--- config.mk ---
export PLATFORM = sky130hd
export DESIGN_NAME = ahb2apb_bridge_flat
export DESIGN_NICKNAME = d
export VERILOG_FILES = /design/src/rtl/ahb2apb_pkg.sv /design/src/rtl/ahb2apb_bridge_if.sv /design/src/rtl/ahb2apb_bridge.sv /design/src/flat_wrapper.sv
export SDC_FILE = /design/constraint.sdc
export NUM_CORES = 1
export LEC_CHECK = 0
export ABC_AREA = 1
export BUFFER_PORTS_ARGS = -buffer_cell sky130_fd_sc_hd__buf_4
export CAP_MARGIN = 5
export CORE_MARGIN = 10
export CORE_UTILIZATION = 30
export DETAILED_ROUTE_END_ITERATION = 7
export PLACE_DENSITY_LB_ADDON = 0.3
export SLEW_MARGIN = 20
export SYNTH_ARGS = -nofsm -noshare
export SYNTH_HDL_FRONTEND = slang
export SYNTH_SLANG_ARGS = --single-unit
--- constraint.sdc ---
create_clock -name clk -period 3.5 [get_ports clk]
set_input_delay 0 -clock clk [delete_from_list [all_inputs] [get_ports clk]]
set_output_delay 0 -clock clk [all_outputs]
set_load 0.01 [all_outputs]
--- src/rtl/ahb2apb_pkg.sv ---
// rtl/ahb2apb_pkg.sv - Shared types and constants for the AHB-Lite to APB3 bridge
//
// Purpose:
//   Holds the AHB transfer-type encoding, response codes, the bridge FSM
//   state encoding and the largest transfer size the bridge forwards to APB.
//   Imported by the bridge top and by the testbench.
//
// Contents:
//   htrans_e        AHB HTRANS encoding (IDLE, BUSY, NONSEQ, SEQ)
//   HRESP_OKAY/ERR  AHB HRESP values
//   bridge_state_e  bridge FSM states
//   HSIZE_WORD      largest hsize that maps onto a 32-bit APB access
//   is_active_trans true for NONSEQ/SEQ, i.e. transfers that need a response

package ahb2apb_pkg;

  typedef enum logic [1:0] {
    HT_IDLE   = 2'b00,
    HT_BUSY   = 2'b01,
    HT_NONSEQ = 2'b10,
    HT_SEQ    = 2'b11
  } htrans_e;

  localparam logic HRESP_OKAY  = 1'b0;
  localparam logic HRESP_ERROR = 1'b1;

  typedef enum logic [2:0] {
    ST_IDLE    = 3'd0,
    ST_CAPTURE = 3'd1,
    ST_SETUP   = 3'd2,
    ST_ACCESS  = 3'd3,
    ST_ERR1    = 3'd4,
    ST_ERR2    = 3'd5
  } bridge_state_e;

  // Byte, halfword and word fit the 32-bit APB data path; anything wider
  // is refused with an ERROR response.
  localparam logic [2:0] HSIZE_WORD = 3'b010;

  function automatic logic is_active_trans(input logic [1:0] htrans);
    return (htrans == HT_NONSEQ) || (htrans == HT_SEQ);
  endfunction

endpackage

--- src/rtl/ahb2apb_bridge_if.sv ---
// rtl/ahb2apb_bridge_if.sv - AHB-Lite slave side and APB3 master side signal bundle
//
// Purpose:
//   Groups every bus signal of the bridge so the bridge and its environment
//   connect through a single port. The slave modport is the bridge's view;
//   the master modport is the view of whatever drives the AHB requests and
//   answers the APB accesses (AHB master plus APB completer).
//
// Parameters:
//   AW  address width (haddr, paddr)
//   DW  data width (hwdata, hrdata, pwdata, prdata)
//
// Signals:
//   AHB: hsel, haddr, htrans, hwrite, hsize, hburst, hready, hwdata  (to bridge)
//        hrdata, hreadyout, hresp                                    (from bridge)
//   APB: paddr, psel, penable, pwrite, pwdata                        (from bridge)
//        prdata, pready, pslverr                                     (to bridge)

interface ahb2apb_bridge_if #(
  parameter int AW = 32,
  parameter int DW = 32
);

  logic          hsel;
  logic [AW-1:0] haddr;
  logic [1:0]    htrans;
  logic          hwrite;
  logic [2:0]    hsize;
  logic [2:0]    hburst;
  logic          hready;
  logic [DW-1:0] hwdata;
  logic [DW-1:0] hrdata;
  logic          hreadyout;
  logic          hresp;

  logic [AW-1:0] paddr;
  logic          psel;
  logic          penable;
  logic          pwrite;
  logic [DW-1:0] pwdata;
  logic [DW-1:0] prdata;
  logic          pready;
  logic          pslverr;

  modport slave (
    input  hsel, haddr, htrans, hwrite, hsize, hburst, hready, hwdata,
    output hrdata, hreadyout, hresp,
    output paddr, psel, penable, pwrite, pwdata,
    input  prdata, pready, pslverr
  );

  modport master (
    output hsel, haddr, htrans, hwrite, hsize, hburst, hready, hwdata,
    input  hrdata, hreadyout, hresp,
    input  paddr, psel, penable, pwrite, pwdata,
    output prdata, pready, pslverr
  );

endinterface

--- src/rtl/ahb2apb_bridge.sv ---
// rtl/ahb2apb_bridge.sv - AHB-Lite slave to APB3 master bridge, one transfer at a time
//
// Purpose:
//   Accepts one AHB-Lite transfer, stalls its data phase with hreadyout and
//   replays it as one APB3 setup/access pair. An APB pslverr, or an AHB size
//   wider than a word, is returned as the two-cycle AHB ERROR response.
//   Every bus output is a flop so both buses see glitch-free signals.
//
// Parameters:
//   AHB_AW  address width, also the paddr width
//   AHB_DW  data width; only 32 is supported
//
// Ports:
//   clk    single clock shared by the AHB and APB sides
//   reset  asynchronous, active-high; aborts any transfer in flight
//   bus    ahb2apb_bridge_if.slave (AHB slave inputs/outputs, APB master
//          outputs/inputs; hburst is accepted and ignored)
//
// Timing for a word transfer with pready high on the first access cycle:
//   T0 address phase, T1 CAPTURE, T2 SETUP, T3 ACCESS, T4 back in IDLE with
//   hreadyout high (three wait states); each pready-low cycle adds one.

module ahb2apb_bridge
  import ahb2apb_pkg::*;
#(
  parameter int AHB_AW = 32,
  parameter int AHB_DW = 32
) (
  input  logic             clk,
  input  logic             reset,
  ahb2apb_bridge_if.slave  bus
);

  bridge_state_e state_q, state_d;

  logic [AHB_AW-1:0] paddr_q,  paddr_d;
  logic              pwrite_q, pwrite_d;
  logic [AHB_DW-1:0] pwdata_q, pwdata_d;
  logic [AHB_DW-1:0] hrdata_q, hrdata_d;

  logic hreadyout_q, hreadyout_d;
  logic hresp_q,     hresp_d;
  logic psel_q,      psel_d;
  logic penable_q,   penable_d;

  logic accept;
  logic size_ok;

  // Burst type has no meaning on APB; every beat is handled as a single.
  logic unused_hburst;
  assign unused_hburst = ^bus.hburst;

  always_comb begin
    state_d  = state_q;
    paddr_d  = paddr_q;
    pwrite_d = pwrite_q;
    pwdata_d = pwdata_q;
    hrdata_d = hrdata_q;

    // A new address phase can only be taken while the previous data phase
    // is finishing with hreadyout high: plain IDLE or the second ERROR cycle.
    accept  = bus.hsel && bus.hready && is_active_trans(bus.htrans) &&
              ((state_q == ST_IDLE) || (state_q == ST_ERR2));
    size_ok = (bus.hsize <= HSIZE_WORD);

    unique case (state_q)
      ST_IDLE, ST_ERR2: begin
        if (accept) begin
          state_d = size_ok ? ST_CAPTURE : ST_ERR1;
        end else begin
          state_d = ST_IDLE;
        end
      end

      // hwdata is only valid in the data phase, one cycle after the address.
      ST_CAPTURE: begin
        if (pwrite_q) begin
          pwdata_d = bus.hwdata;
        end
        state_d = ST_SETUP;
      end

      ST_SETUP: begin
        state_d = ST_ACCESS;
      end

      ST_ACCESS: begin
        if (bus.pready) begin
          if (bus.pslverr) begin
            state_d = ST_ERR1;
          end else begin
            if (!pwrite_q) begin
              hrdata_d = bus.prdata;
            end
            state_d = ST_IDLE;
          end
        end
      end

      ST_ERR1: begin
        state_d = ST_ERR2;
      end

      default: begin
        state_d = ST_IDLE;
      end
    endcase

    if (accept) begin
      paddr_d  = bus.haddr;
      pwrite_d = bus.hwrite;
    end

    // Outputs are decoded from the next state so they leave the flops
    // already aligned with the state they describe.
    hreadyout_d = (state_d == ST_IDLE) || (state_d == ST_ERR2);
    hresp_d     = ((state_d == ST_ERR1) || (state_d == ST_ERR2)) ? HRESP_ERROR : HRESP_OKAY;
    psel_d      = (state_d == ST_SETUP) || (state_d == ST_ACCESS);
    penable_d   = (state_d == ST_ACCESS);
  end

  always_ff @(posedge clk or posedge reset) begin
    if (reset) begin
      state_q     <= ST_IDLE;
      paddr_q     <= '0;
      pwrite_q    <= 1'b0;
      pwdata_q    <= '0;
      hrdata_q    <= '0;
      hreadyout_q <= 1'b1;
      hresp_q     <= HRESP_OKAY;
      psel_q      <= 1'b0;
      penable_q   <= 1'b0;
    end else begin
      state_q     <= state_d;
      paddr_q     <= paddr_d;
      pwrite_q    <= pwrite_d;
      pwdata_q    <= pwdata_d;
      hrdata_q    <= hrdata_d;
      hreadyout_q <= hreadyout_d;
      hresp_q     <= hresp_d;
      psel_q      <= psel_d;
      penable_q   <= penable_d;
    end
  end

  assign bus.hrdata    = hrdata_q;
  assign bus.hreadyout = hreadyout_q;
  assign bus.hresp     = hresp_q;
  assign bus.paddr     = paddr_q;
  assign bus.psel      = psel_q;
  assign bus.penable   = penable_q;
  assign bus.pwrite    = pwrite_q;
  assign bus.pwdata    = pwdata_q;

endmodule

--- src/flat_wrapper.sv ---
// flat-port wrapper written by rule: the top's interface ports become plain ports
module ahb2apb_bridge_flat import ahb2apb_pkg::*;
#(
  parameter int AHB_AW = 32,
  parameter int AHB_DW = 32
)
  (clk, reset, bus_hsel, bus_haddr, bus_htrans, bus_hwrite, bus_hsize, bus_hburst, bus_hready, bus_hwdata, bus_hrdata, bus_hreadyout, bus_hresp, bus_paddr, bus_psel, bus_penable, bus_pwrite, bus_pwdata, bus_prdata, bus_pready, bus_pslverr);
  ahb2apb_bridge_if #(.AW(32), .DW(32)) bus_i ();
  input  logic clk;
  input  logic reset;
  input wire logic [$bits(bus_i.hsel)-1:0] bus_hsel;
  input wire logic [$bits(bus_i.haddr)-1:0] bus_haddr;
  input wire logic [$bits(bus_i.htrans)-1:0] bus_htrans;
  input wire logic [$bits(bus_i.hwrite)-1:0] bus_hwrite;
  input wire logic [$bits(bus_i.hsize)-1:0] bus_hsize;
  input wire logic [$bits(bus_i.hburst)-1:0] bus_hburst;
  input wire logic [$bits(bus_i.hready)-1:0] bus_hready;
  input wire logic [$bits(bus_i.hwdata)-1:0] bus_hwdata;
  output wire logic [$bits(bus_i.hrdata)-1:0] bus_hrdata;
  output wire logic [$bits(bus_i.hreadyout)-1:0] bus_hreadyout;
  output wire logic [$bits(bus_i.hresp)-1:0] bus_hresp;
  output wire logic [$bits(bus_i.paddr)-1:0] bus_paddr;
  output wire logic [$bits(bus_i.psel)-1:0] bus_psel;
  output wire logic [$bits(bus_i.penable)-1:0] bus_penable;
  output wire logic [$bits(bus_i.pwrite)-1:0] bus_pwrite;
  output wire logic [$bits(bus_i.pwdata)-1:0] bus_pwdata;
  input wire logic [$bits(bus_i.prdata)-1:0] bus_prdata;
  input wire logic [$bits(bus_i.pready)-1:0] bus_pready;
  input wire logic [$bits(bus_i.pslverr)-1:0] bus_pslverr;
  assign bus_i.hsel = bus_hsel;
  assign bus_i.haddr = bus_haddr;
  assign bus_i.htrans = bus_htrans;
  assign bus_i.hwrite = bus_hwrite;
  assign bus_i.hsize = bus_hsize;
  assign bus_i.hburst = bus_hburst;
  assign bus_i.hready = bus_hready;
  assign bus_i.hwdata = bus_hwdata;
  assign bus_hrdata = bus_i.hrdata;
  assign bus_hreadyout = bus_i.hreadyout;
  assign bus_hresp = bus_i.hresp;
  assign bus_paddr = bus_i.paddr;
  assign bus_psel = bus_i.psel;
  assign bus_penable = bus_i.penable;
  assign bus_pwrite = bus_i.pwrite;
  assign bus_pwdata = bus_i.pwdata;
  assign bus_i.prdata = bus_prdata;
  assign bus_i.pready = bus_pready;
  assign bus_i.pslverr = bus_pslverr;
  ahb2apb_bridge #(.AHB_AW(AHB_AW), .AHB_DW(AHB_DW)) u_core (.clk(clk), .reset(reset), .bus(bus_i));
endmodule
==> summary.txt <==
Status
  • Status: finished clean

Worst setup path
  • Family with the most delay on the worst path: simple AND/OR/NAND/NOR gates
  • CP endpoint kind: flip-flop
  • Cell count along the critical path: 7
  • Critical-path maximum fanout: 34
  • Largest stage delay on the critical path: 0.70 ns
  • Worst-case reg-to-reg path depth: 7
  • Critical Path AT: 2.37 ns
  • CP dominant cell by count: nand2_1
  • Startpoint Class: flip-flop
  • Critical path cell sequence: inv_2 -> nand2_1 -> nor2_4 -> buf_4 -> nand2_1 -> nand2_1 -> nand2_1
  • CP max stage cell: nand2_1
  • Buf+Inv Stages, Crit Path: 2
  • Setup Crit Path Kind: flip-flop to flip-flop
  • CP required: 3.73 ns

Place
  • Gpl congestion: 0.773
  • Cells after DPL: 824
  • DP HPWL: 9770 µm
  • Post-DP Area: 5840 µm²
  • Post-Place Worst Slack: 1.33 ns
  • Port Buffer Count: 207

Layout
  • Filler instances: 1228
  • Post-route cell area: 7170 µm²
  • Area of the multi-input gates: 1390 µm²
  • Layout Cells excl Fill: 942
  • Synth-to-Final Area Change: 70.5%
  • FF+latch area: 2600 µm²
  • Layout cell share with drive strength beyond 1: 31.5%
  • Fin nets: 867

Drt
  • First DRT Iteration DRCs: 188
  • WL final: 14900 µm
  • Routed vias/inst: 4.52
  • Drt drc: 0
  • Post-DRT Antenna Nets: 0
  • Via Count: 4254
  • WL/cell: 15.9 µm
  • DR pass1 iterations: 5

GRT
  • Initial antenna violation count: 1
  • Largest net degree at the start of global routing: 76
  • Total gr overflow: 0
  • Global Route Usage Sum: 15.4%
  • Vias in the first global route: 4609
  • First-pass GRT wire length: 24300 µm

Pwr
  • Psw: 2.04 mW
  • Power Internal: 3.48 mW
  • Static Leak: 3.85 nW
  • Comb pwr share: 43.1%
  • Power Density: 771 nW/µm²
  • Worst VDD drop: 0.326 mV
  • Clock Power Share: 19.2%
  • Sw Ratio: 37.0%
  • Seq pwr share: 37.7%
  • Pwr Total: 5.53 mW

Floorplan
  • Die area: 19100 µm²
  • Initial Util: 30.4%
  • Core area: 13800 µm²
  • Die width: 138 µm
  • # rows: 43
  • Boundary Pins: 212
  • Chip height: 138 µm

Clock tree
  • H-tree levels: 3
  • Later-pin clock latency in the skew report: 0.35 ns
  • CTS tree: yes
  • Clock transition at the registers of the reported paths: 0.07 ns
  • CTS max path bufs: 2
  • CTS Buf Count: 9
  • Setup bufs post-CTS: 0
  • Clk root buf: clkbuf_16
  • Clock sinks: 104

Worst hold path
  • Type of the most critical hold path: input port to flip-flop
  • WHS Path Cells: 4

STA
  • Tcrit/Tclk final: 61.1%
  • Peak Freq: 0.468 GHz
  • TNS Setup: 0 ns
  • Hold Vio Cnt, Final: 0
  • Clock Skew: 0.00527 ns
  • Slew Limit Fails: 0
  • Rel. slew slack: 30.7%
  • # setup viols final: 0
  • Final Critical Period: 2.14 ns
  • Worst-margin pin slew: 1.04 ns
  • Worst setup margin: 1.36 ns
  • RSZ-0062 raised after global routing: no

Synth
  • Syn_area_per_cell: 9.14 µm²
  • Distinct cell type count after synthesis: 19
  • Syn Nets: 571
  • Register area share after synthesis: 61.9%
  • Post-Syn Area: 4200 µm²
  • Syn. warnings: 0
  • Gate Count Post-Synth: 460
  • #FFs+latches synth: 104

Job
  • Max Cap Violations: 0
-- kinds of logic (layout without fill, tap and decap cells) --
family | after synthesis | after routing | synth area share [%]
AO/OA/AOI/OAI | 3 | 3 | 0.506
buffers and inverters | 37 | 338 | 5.12
flip-flops | 104 | 104 | 61.9
other | 0 | 1 | 0
AND/OR/NAND/NOR | 316 | 316 | 32.4
-- power groups by stage --
stage	registers (mW)	clock network, mW	logic [mW]
6_report	2.09	1.06	2.38
5_1_grt	2.16	1.16	2.64
4_1_cts	2.09	1.10	2.42
3_5_place_dp	2.10	0	2.33
3_3_place_gp	2.07	0	2.28
2_1_floorplan	2.33	0	0.848
-- cells in the final DEF (no fill, tap or decap) --
cell / Yosys / final
buf_4: 3 / 212
nand2_1: 205 / 205
dfrtp_1: 103 / 103
dlygate4sd3_1: 0 / 101
nand3_1: 100 / 100
clkbuf_16: 0 / 9
inv_1: 7 / 6
nand2_4: 3 / 3
clkinv_2: 0 / 3
nor2_1: 2 / 2
inv_2: 2 / 2
nor2_2: 2 / 2
nor2_4: 2 / 2
bufinv_16: 0 / 2
diode_2: 0 / 1
nand3_2: 1 / 1
a21oi_1: 1 / 1
nand3b_1: 1 / 1
a21oi_2: 1 / 1
o21bai_1: 1 / 1
inv_4: 0 / 1
clkinv_4: 0 / 1
clkbuf_1: 3 / 1
dfstp_2: 1 / 1
-- layer usage --
metal | vias to the layer above | GRT usage [%] | wire length, µm
li1 | 2057 | - | -
met1 | 2000 | 17.4 | 5990
met2 | 174 | 25.6 | 7390
met3 | 23 | 6.82 | 1300
met4 | 0 | 4.66 | 263
met5 | - | 0 | 0
-- final timing paths --
path                                                    from                                 to  slack, ns
setup / recovery                 u_core.state_q[1]$_DFF_PP0_  u_core.bus.pwdata[29]$_DFFE_PP0P_       1.36
hold / removal                                    bus_pready       u_core.bus.penable$_DFF_PP0_       0.03
setup reg to reg                 u_core.state_q[1]$_DFF_PP0_  u_core.bus.pwdata[29]$_DFFE_PP0P_       1.36
hold reg to reg            u_core.bus.hrdata[22]$_DFFE_PP0P_  u_core.bus.hrdata[22]$_DFFE_PP0P_       0.47
max in group asynchronous                              reset  u_core.bus.pwdata[11]$_DFFE_PP0P_       2.11
min in group asynchronous                              reset  u_core.bus.pwdata[17]$_DFFE_PP0P_       0.42
-- cell usage after synthesis --
library cell | instances | area, µm²
nand3_2 | 1 | 10.0
nor2_1 | 2 | 7.51
buf_4 | 3 | 22.5
nor2_4 | 2 | 22.5
nand3b_1 | 1 | 7.51
clkbuf_1 | 3 | 11.3
o21bai_1 | 1 | 7.51
nand3_1 | 100 | 500
nand2_1 | 205 | 769
dfstp_2 | 1 | 26.3
buf_6 | 6 | 67.6
nor2_2 | 2 | 12.5
buf_2 | 16 | 80.1
dfrtp_1 | 103 | 2580
inv_1 | 7 | 26.3
a21oi_2 | 1 | 8.76
inv_2 | 2 | 7.51
nand2_4 | 3 | 33.8
a21oi_1 | 1 | 5.00
-- final cells by class --
class                           count  area share [%]
Inverter                            9           0.506
Sequential cell                   104            36.3
Clock buffer                       10            3.19
Tap cell                          180            3.14
Multi-Input combinational cell    319            19.3
Timing Repair Buffer              313            36.3
Clock inverter                      6            1.17
Antenna cell                        1          0.0349
-- worst reg2reg max path, stage by stage, from the launching register on --
cell,delay (ns)
dfrtp_1,0.41
inv_2,0.08
nand2_1,0.08
nor2_4,0.07
buf_4,0.31
nand2_1,0.72
nand2_1,0.29
nand2_1,0.07
-- repair_timing --
item / 4_1_cts / 5_1_grt
resized for setup: 0 / 0
hold endpoints to repair: 174 / 0
hold buffers: 101 / 0
-- through the flow --
stage | hold WS [ns] | utilization, %
2_1_floorplan | 0.124 | -
3_3_place_gp | 0.228 | 42.2
3_5_place_dp | 0.233 | 42.2
4_1_cts | 0.00928 | 51.8
5_1_grt | 0.0441 | 51.8
6_report | 0.0281 | 51.8
-- state kept, by name (all words and copies together) (netlist names) --
name	flops
u_core.bus.hrdata	32
u_core.bus.penable	1
u_core.bus.pwdata	32
u_core.bus.hreadyout	1
u_core.bus.psel	1
u_core.bus.hresp	1
u_core.bus.paddr	32
u_core.state_q	3
u_core.bus.pwrite	1
No activity file was read; power rests on OpenSTA's default activity.
